File: src/rtl/mem_arb_pkg.sv
// mem_arb_pkg: shared definitions for the two-master memory bus arbiter.
//   arb_state_t    - arbiter FSM state encoding (IDLE / ISSUE / WAIT)
//   REQ_RD/REQ_WR  - latched request kind
//   M_CPU/M_AUX    - master indices (0 = FemtoRV32 CPU, 1 = auxiliary master)
package mem_arb_pkg;

    typedef enum logic [1:0] {
        ST_IDLE  = 2'd0,
        ST_ISSUE = 2'd1,
        ST_WAIT  = 2'd2
    } arb_state_t;

    localparam logic REQ_RD = 1'b0;
    localparam logic REQ_WR = 1'b1;

    localparam logic M_CPU = 1'b0;
    localparam logic M_AUX = 1'b1;

endpackage

File: src/rtl/arb_req_slot.sv
// arb_req_slot: per-master request slot for mem_bus_arbiter.
// Captures a strobe-style request (read pulse or nonzero write mask) while
// idle, holds it pending until the arbiter reports completion, and keeps
// the registered read data for the master.
// Ports:
//   clk, rst        - clock, synchronous active-high reset
//   addr/wdata/wmask/rstrb - master request inputs
//   done            - completion pulse from the arbiter FSM (clears pending,
//                     loads rdata for reads)
//   s_rdata         - slave read data
//   pending, kind, addr_q, wdata_q, wmask_q - latched request to the arbiter
//   rbusy, wbusy    - registered busy outputs to the master
//   rdata           - registered read data to the master
module arb_req_slot
    import mem_arb_pkg::*;
(
    input  logic        clk,
    input  logic        rst,
    input  logic [31:0] addr,
    input  logic [31:0] wdata,
    input  logic [3:0]  wmask,
    input  logic        rstrb,
    input  logic        done,
    input  logic [31:0] s_rdata,
    output logic        pending,
    output logic        kind,
    output logic [31:0] addr_q,
    output logic [31:0] wdata_q,
    output logic [3:0]  wmask_q,
    output logic        rbusy,
    output logic        wbusy,
    output logic [31:0] rdata
);

    logic req;
    logic req_kind;

    // A write takes precedence when strobe and mask arrive together.
    always_comb begin
        req      = rstrb | (|wmask);
        req_kind = (|wmask) ? REQ_WR : REQ_RD;
    end

    always_ff @(posedge clk) begin
        if (rst) begin
            pending <= 1'b0;
            kind    <= REQ_RD;
            addr_q  <= '0;
            wdata_q <= '0;
            wmask_q <= '0;
            rbusy   <= 1'b0;
            wbusy   <= 1'b0;
            rdata   <= '0;
        end else if (!pending) begin
            // New requests are only accepted while nothing is outstanding.
            if (req) begin
                pending <= 1'b1;
                kind    <= req_kind;
                addr_q  <= addr;
                wdata_q <= wdata;
                wmask_q <= wmask;
                rbusy   <= (req_kind == REQ_RD);
                wbusy   <= (req_kind == REQ_WR);
            end
        end else if (done) begin
            pending <= 1'b0;
            rbusy   <= 1'b0;
            wbusy   <= 1'b0;
            if (kind == REQ_RD) begin
                rdata <= s_rdata;
            end
        end
    end

endmodule

File: src/rtl/mem_bus_arbiter.sv
// mem_bus_arbiter: two-master / one-slave arbiter for the SoC memory bus.
// Master 0 is the CPU, master 1 an auxiliary master (DMA / debug loader).
// Each master's request is held in an arb_req_slot; the FSM grants the
// shared port, issues the access for one cycle and waits RD_LAT cycles for
// read data.
// Parameters:
//   RD_LAT (1..4)  - slave read latency from s_rstrb to valid s_rdata
// Configuration macro:
//   ARB_FIXED_PRIO_EN - when defined, master 0 always wins a contest;
//                       otherwise round-robin on a last-grant pointer.
// Ports:
//   clk, rst                          - clock, synchronous active-high reset
//   m*_addr/wdata/wmask/rstrb         - master requests
//   m*_rdata, m*_rbusy, m*_wbusy      - registered master responses
//   s_addr/s_wdata/s_wmask/s_rstrb    - shared slave port (zero outside ISSUE)
//   s_rdata                           - slave read data
module mem_bus_arbiter
    import mem_arb_pkg::*;
#(
    parameter int unsigned RD_LAT = 1
)
(
    input  logic        clk,
    input  logic        rst,
    input  logic [31:0] m0_addr,
    input  logic [31:0] m0_wdata,
    input  logic [3:0]  m0_wmask,
    input  logic        m0_rstrb,
    output logic [31:0] m0_rdata,
    output logic        m0_rbusy,
    output logic        m0_wbusy,
    input  logic [31:0] m1_addr,
    input  logic [31:0] m1_wdata,
    input  logic [3:0]  m1_wmask,
    input  logic        m1_rstrb,
    output logic [31:0] m1_rdata,
    output logic        m1_rbusy,
    output logic        m1_wbusy,
    output logic [31:0] s_addr,
    output logic [31:0] s_wdata,
    output logic [3:0]  s_wmask,
    output logic        s_rstrb,
    input  logic [31:0] s_rdata
);

    localparam logic [1:0] LAT_LOAD = 2'(RD_LAT - 1);

    arb_state_t  state_q, state_d;
    logic [1:0]  cnt_q, cnt_d;
    logic        grant_q, grant_d;
    logic        pick;
    logic        done_any, done0, done1;

    logic        pend0, pend1;
    logic        kind0, kind1;
    logic [31:0] addr0, addr1;
    logic [31:0] wdata0, wdata1;
    logic [3:0]  wmask0, wmask1;

    logic        g_kind;
    logic [31:0] g_addr, g_wdata;
    logic [3:0]  g_wmask;

    arb_req_slot u_slot0 (
        .clk     (clk),
        .rst     (rst),
        .addr    (m0_addr),
        .wdata   (m0_wdata),
        .wmask   (m0_wmask),
        .rstrb   (m0_rstrb),
        .done    (done0),
        .s_rdata (s_rdata),
        .pending (pend0),
        .kind    (kind0),
        .addr_q  (addr0),
        .wdata_q (wdata0),
        .wmask_q (wmask0),
        .rbusy   (m0_rbusy),
        .wbusy   (m0_wbusy),
        .rdata   (m0_rdata)
    );

    arb_req_slot u_slot1 (
        .clk     (clk),
        .rst     (rst),
        .addr    (m1_addr),
        .wdata   (m1_wdata),
        .wmask   (m1_wmask),
        .rstrb   (m1_rstrb),
        .done    (done1),
        .s_rdata (s_rdata),
        .pending (pend1),
        .kind    (kind1),
        .addr_q  (addr1),
        .wdata_q (wdata1),
        .wmask_q (wmask1),
        .rbusy   (m1_rbusy),
        .wbusy   (m1_wbusy),
        .rdata   (m1_rdata)
    );

`ifdef ARB_FIXED_PRIO_EN
    always_comb begin
        pick = pend0 ? M_CPU : M_AUX;
    end
`else
    logic last_q;

    // Contest goes to the master not granted last; otherwise to whoever
    // is pending.
    always_comb begin
        if (pend0 && pend1) begin
            pick = ~last_q;
        end else if (pend0) begin
            pick = M_CPU;
        end else begin
            pick = M_AUX;
        end
    end

    always_ff @(posedge clk) begin
        if (rst) begin
            last_q <= M_AUX;
        end else if (state_q == ST_IDLE && (pend0 || pend1)) begin
            last_q <= pick;
        end
    end
`endif

    // Granted slot, selected only by the grant register.
    always_comb begin
        g_kind  = (grant_q == M_AUX) ? kind1  : kind0;
        g_addr  = (grant_q == M_AUX) ? addr1  : addr0;
        g_wdata = (grant_q == M_AUX) ? wdata1 : wdata0;
        g_wmask = (grant_q == M_AUX) ? wmask1 : wmask0;
    end

    always_ff @(posedge clk) begin
        if (rst) begin
            state_q <= ST_IDLE;
            cnt_q   <= '0;
            grant_q <= M_CPU;
        end else begin
            state_q <= state_d;
            cnt_q   <= cnt_d;
            grant_q <= grant_d;
        end
    end

    always_comb begin
        state_d  = state_q;
        cnt_d    = cnt_q;
        grant_d  = grant_q;
        done_any = 1'b0;
        case (state_q)
            ST_IDLE: begin
                if (pend0 || pend1) begin
                    grant_d = pick;
                    state_d = ST_ISSUE;
                end
            end
            ST_ISSUE: begin
                if (g_kind == REQ_WR) begin
                    done_any = 1'b1;
                    state_d  = ST_IDLE;
                end else begin
                    cnt_d   = LAT_LOAD;
                    state_d = ST_WAIT;
                end
            end
            ST_WAIT: begin
                if (cnt_q == 2'd0) begin
                    done_any = 1'b1;
                    state_d  = ST_IDLE;
                end else begin
                    cnt_d = cnt_q - 2'd1;
                end
            end
            default: begin
                state_d = ST_IDLE;
            end
        endcase
        done0 = done_any && (grant_q == M_CPU);
        done1 = done_any && (grant_q == M_AUX);
    end

    always_comb begin
        s_addr  = '0;
        s_wdata = '0;
        s_wmask = '0;
        s_rstrb = 1'b0;
        if (state_q == ST_ISSUE) begin
            s_addr  = g_addr;
            s_wdata = g_wdata;
            s_wmask = g_wmask;
            s_rstrb = (g_kind == REQ_RD);
        end
    end

endmodule

File: config.mk
export PLATFORM = sky130hd
export DESIGN_NAME = mem_bus_arbiter
export DESIGN_NICKNAME = d
export VERILOG_FILES = /design/src/rtl/mem_arb_pkg.sv /design/src/rtl/arb_req_slot.sv /design/src/rtl/mem_bus_arbiter.sv
export SDC_FILE = /design/constraint.sdc
export NUM_CORES = 1
export LEC_CHECK = 0
export CORE_MARGIN = 2
export CORE_UTILIZATION = 45
export DETAILED_ROUTE_END_ITERATION = 10
export GPL_TIMING_DRIVEN = 0
export PLACE_DENSITY_LB_ADDON = 0.15
export SYNTH_ARGS = -nofsm -noshare
export SYNTH_HDL_FRONTEND = slang
export SYNTH_HIERARCHICAL = 1
export SYNTH_SLANG_ARGS = --single-unit
File: constraint.sdc
create_clock -name clk -period 2.1 [get_ports clk]
set_input_delay 0.315 -clock clk [delete_from_list [all_inputs] [get_ports clk]]
set_output_delay 0.315 -clock clk [all_outputs]
set_load 0.01 [all_outputs]
==> flow_metrics.py <==
metrics = {
    "synthesis": {
        "synth_top_area_share_pct": 35.8,
        "yosys.area.top_type": "dfxtp_1",
        "ys_top_cells_by_count": "nand2_1 (269), dfxtp_1 (214), clkbuf_1 (141), a31oi_1 (132), and3b_1 (130)",
        "ys_warn_count": 6,
        "yosysMostFrequentCell": "nand2_1",
        "synth_edf_count": 0,
        "synth_cell_types": 41,
        "avgSynthCellArea_um2": 8.15,
        "synth_cells": 1468,
        "synth-async-reset-ratio_pct": 0,
        "ys_ff_latch": 214,
        "seq_area_frac_synth_pct": 35.8,
        "synth_flop_cell": "dfxtp_1",
        "syn_nets": 1644,
        "ys_top_cells_by_area": "dfxtp_1 (36%), and3b_1 (9.5%), nand2_1 (8.4%)",
        "syn-cell-area_um2": 12000,
    },
    "global_routing": {
        "track_usage_pct": 30.8,
        "grt_overflow_total": 0,
        "antenna_found_initial": 2,
        "grt_pass1_vias": 12900,
        "grt_pass1_wl_um": 70700,
        "grt_start_max_net_pins": 21,
    },
    "detailed_routing": {
        "dr.first_iter.drc_count": 1605,
        "wl_per_cell_um": 21.6,
        "viasPerCell": 6.42,
        "drc": 0,
        "vias": 13900,
        "wl_um": 47000,
        "first_pass_iters": 7,
        "ant_nets": 0,
    },
    "sta": {
        "worst_pin_slew_ns": 0.872,
        "rsz0062_at_grt": "true",
        "finalCriticalPeriod_ns": 2.11,
        "setup_viol": 2,
        "drv_slew": 0,
        "hold_viol": 0,
        "fin_setup_tns_ns": -0.0260,
        "whs_ns": 0.388,
        "slew_headroom_pct": 41.4,
        "fin_crit_sh_pct": 101,
        "timing.fmax_mhz": 473,
        "finClkSkew_ns": 0.0215,
        "setup_ws_ns": -0.0133,
    },
    "worst_setup_path": {
        "path_cells": "buf_12, buf_4, clkbuf_16, mux2i_4, nor2b_1, buf_2",
        "rr_worst_depth": 5,
        "slowest_stage": "dfxtp_2",
        "critPathMaxStageDelay_ns": 0.32,
        "critPathRequiredTime_ns": 1.78,
        "critical_path_arrival_ns": 1.80,
        "crit_path_start_kind": "flip-flop",
        "end_kind": "output pin",
        "critPathKind": "flip-flop to output pin",
        "crit_fanout": 10,
    },
    "layout": {
        "final_util_pct": 64.4,
        "stdcell_count": 2171,
        "area_growth_pct": 40.3,
        "ff_latch_area_um2": 4290,
        "nNetsFinal": 1992,
        "fillers": 2203,
        "multi_input_area_um2": 7140,
        "layout-drive-gt1-share_pct": 11.8,
    },
    "clocking": {
        "tritoncts": "done",
        "cts.sinks": 214,
        "clk_latency_ns": 0.52,
        "clockBufferDepth": 3,
        "clkSlewWorstSetupHoldPaths_ns": 0.06,
        "root_buffer": "clkbuf_16",
        "cts_made_buffers": 25,
        "htree_levels": 1,
        "cts_hold_buffers": 0,
    },
    "power_and_ir_drop": {
        "ir_drop_uv": 453,
        "power.density_nw_per_um2": 681,
        "p_leak_nw": 6.29,
    },
    "floorplanning": {
        "core_um2": 26100,
        "io-pin-count": 309,
        "row_count": 59,
        "fp.dieH_um": 167,
        "floorplan.initialDensity_pct": 45.9,
        "dieArea_um2": 27900,
        "die_w_um": 167,
    },
    "place": {
        "port_buffers": 308,
        "place_congestion": 0.889,
        "dp_slack_ns": -1.10,
        "place_hpwl_um": 32200,
        "placed_cells": 2111,
    },
    "worst_hold_path": {
        "whs_path_depth": 3,
        "worstHoldPathType": "input pin to flip-flop",
    },
    "outcome": {
        "status": "complete, but fails checks",
        "violations": "setup timing",
    },
    "job": {
        "maxCapViolCount": 0,
    },
}
[registers in the layout (all words and copies together) (netlist names)]
register / cells
u_slot0/addr_q: 32
u_slot0/rdata: 32
u_slot0/wdata_q: 32
u_slot1/addr_q: 32
u_slot1/rdata: 32
u_slot1/wdata_q: 32
u_slot0/wmask_q: 4
u_slot1/wmask_q: 4
cnt_q: 2
state_q: 2
grant_q: 1
last_q: 1
u_slot0/kind: 1
u_slot0/pending: 1
u_slot0/rbusy: 1
u_slot0/wbusy: 1
u_slot1/kind: 1
u_slot1/pending: 1
u_slot1/rbusy: 1
u_slot1/wbusy: 1
[timing repair]
action / 4_1_cts / 5_1_grt
setup buffers: 10 / 3
endpoints found under the hold margin: 0 / 0
cloned: 0 / 2
setup endpoints to repair: 264 / 145
pin swaps: 1 / 2
resized for setup: 302 / 73
[layer usage]
layer	track usage, %	vias to the layer above	part of all wire (%)
met5	0	-	0
met4	11.6	0	3.4
met3	5.55	117	11
met2	48.3	961	45
met1	42.4	6608	41
li1	-	6251	-
[layout make-up]
cell class | count | area share, %
antenna | 3 | 0.0447
clock buffer | 36 | 4.45
tap | 335 | 2.50
clock inverter | 8 | 0.574
buffer | 176 | 6.12
timing repair buffer | 323 | 18.0
sequential | 214 | 25.5
multi-input combinational | 1064 | 42.5
inverter | 12 | 0.268
[final timing paths]
check / from / endpoint / slack (ns)
worst min register to register: u_slot0/rdata[23] / u_slot0/rdata[23] / 0.45
worst min-delay path: s_rdata[0] / u_slot0/rdata[0] / 0.39
worst max register to register: u_slot1/pending / u_slot1/addr_q[9] / 0.09
worst max-delay path: grant_q / s_addr[11] / -0.01
[power by group]
group	internal (mW)	total (mW)	switching, mW	leakage [nW]
Sequential	4.34	4.58	0.244	1.76
Clock	2.70	4.46	1.76	0.417
Combinational	1.14	2.39	1.25	4.11
[per-stage QoR]
stage          power, mW  area, µm²
2_1_floorplan       5.69      12000
3_3_place_gp        6.70      15500
3_5_place_dp        6.73      15500
4_1_cts             11.3      16600
5_1_grt             11.8      16800
6_report            11.4      16800
[kinds of logic (layout without fill, tap and decap cells)]
kind of cell | count (synthesis) | after routing | synth area share, %
compound gates | 365 | 365 | 21.2
fa+ha+maj | 4 | 4 | 0.418
buf+inv | 190 | 555 | 6.90
flops | 214 | 214 | 35.8
mux | 70 | 70 | 5.90
other cells | 0 | 3 | 0
simple gates | 625 | 625 | 29.8
[worst max-delay path: cells and delay by family (launching register included)]
kind | cells | cell delay, ns
DFF | 1 | 0.32
buffers and inverters | 4 | 0.61
and+or+nand+nor | 1 | 0.15
muxes | 1 | 0.19
[layout by cell type (no fill, tap or decap), types with 32 or more instances in the layout]
master | synthesis | final
a21oi_1 | 81 | 79
a31oi_1 | 132 | 132
mux2i_1 | 69 | 51
clkdlybuf4s50_1 | 0 | 238
nor2b_1 | 70 | 55
buf_2 | 18 | 56
and3b_1 | 130 | 128
clkbuf_1 | 141 | 121
nand2_1 | 269 | 269
nand4_1 | 129 | 129
clkbuf_16 | 0 | 32
dfxtp_1 | 214 | 211
o311ai_1 | 100 | 100
Power figures use the tool's default switching activity.
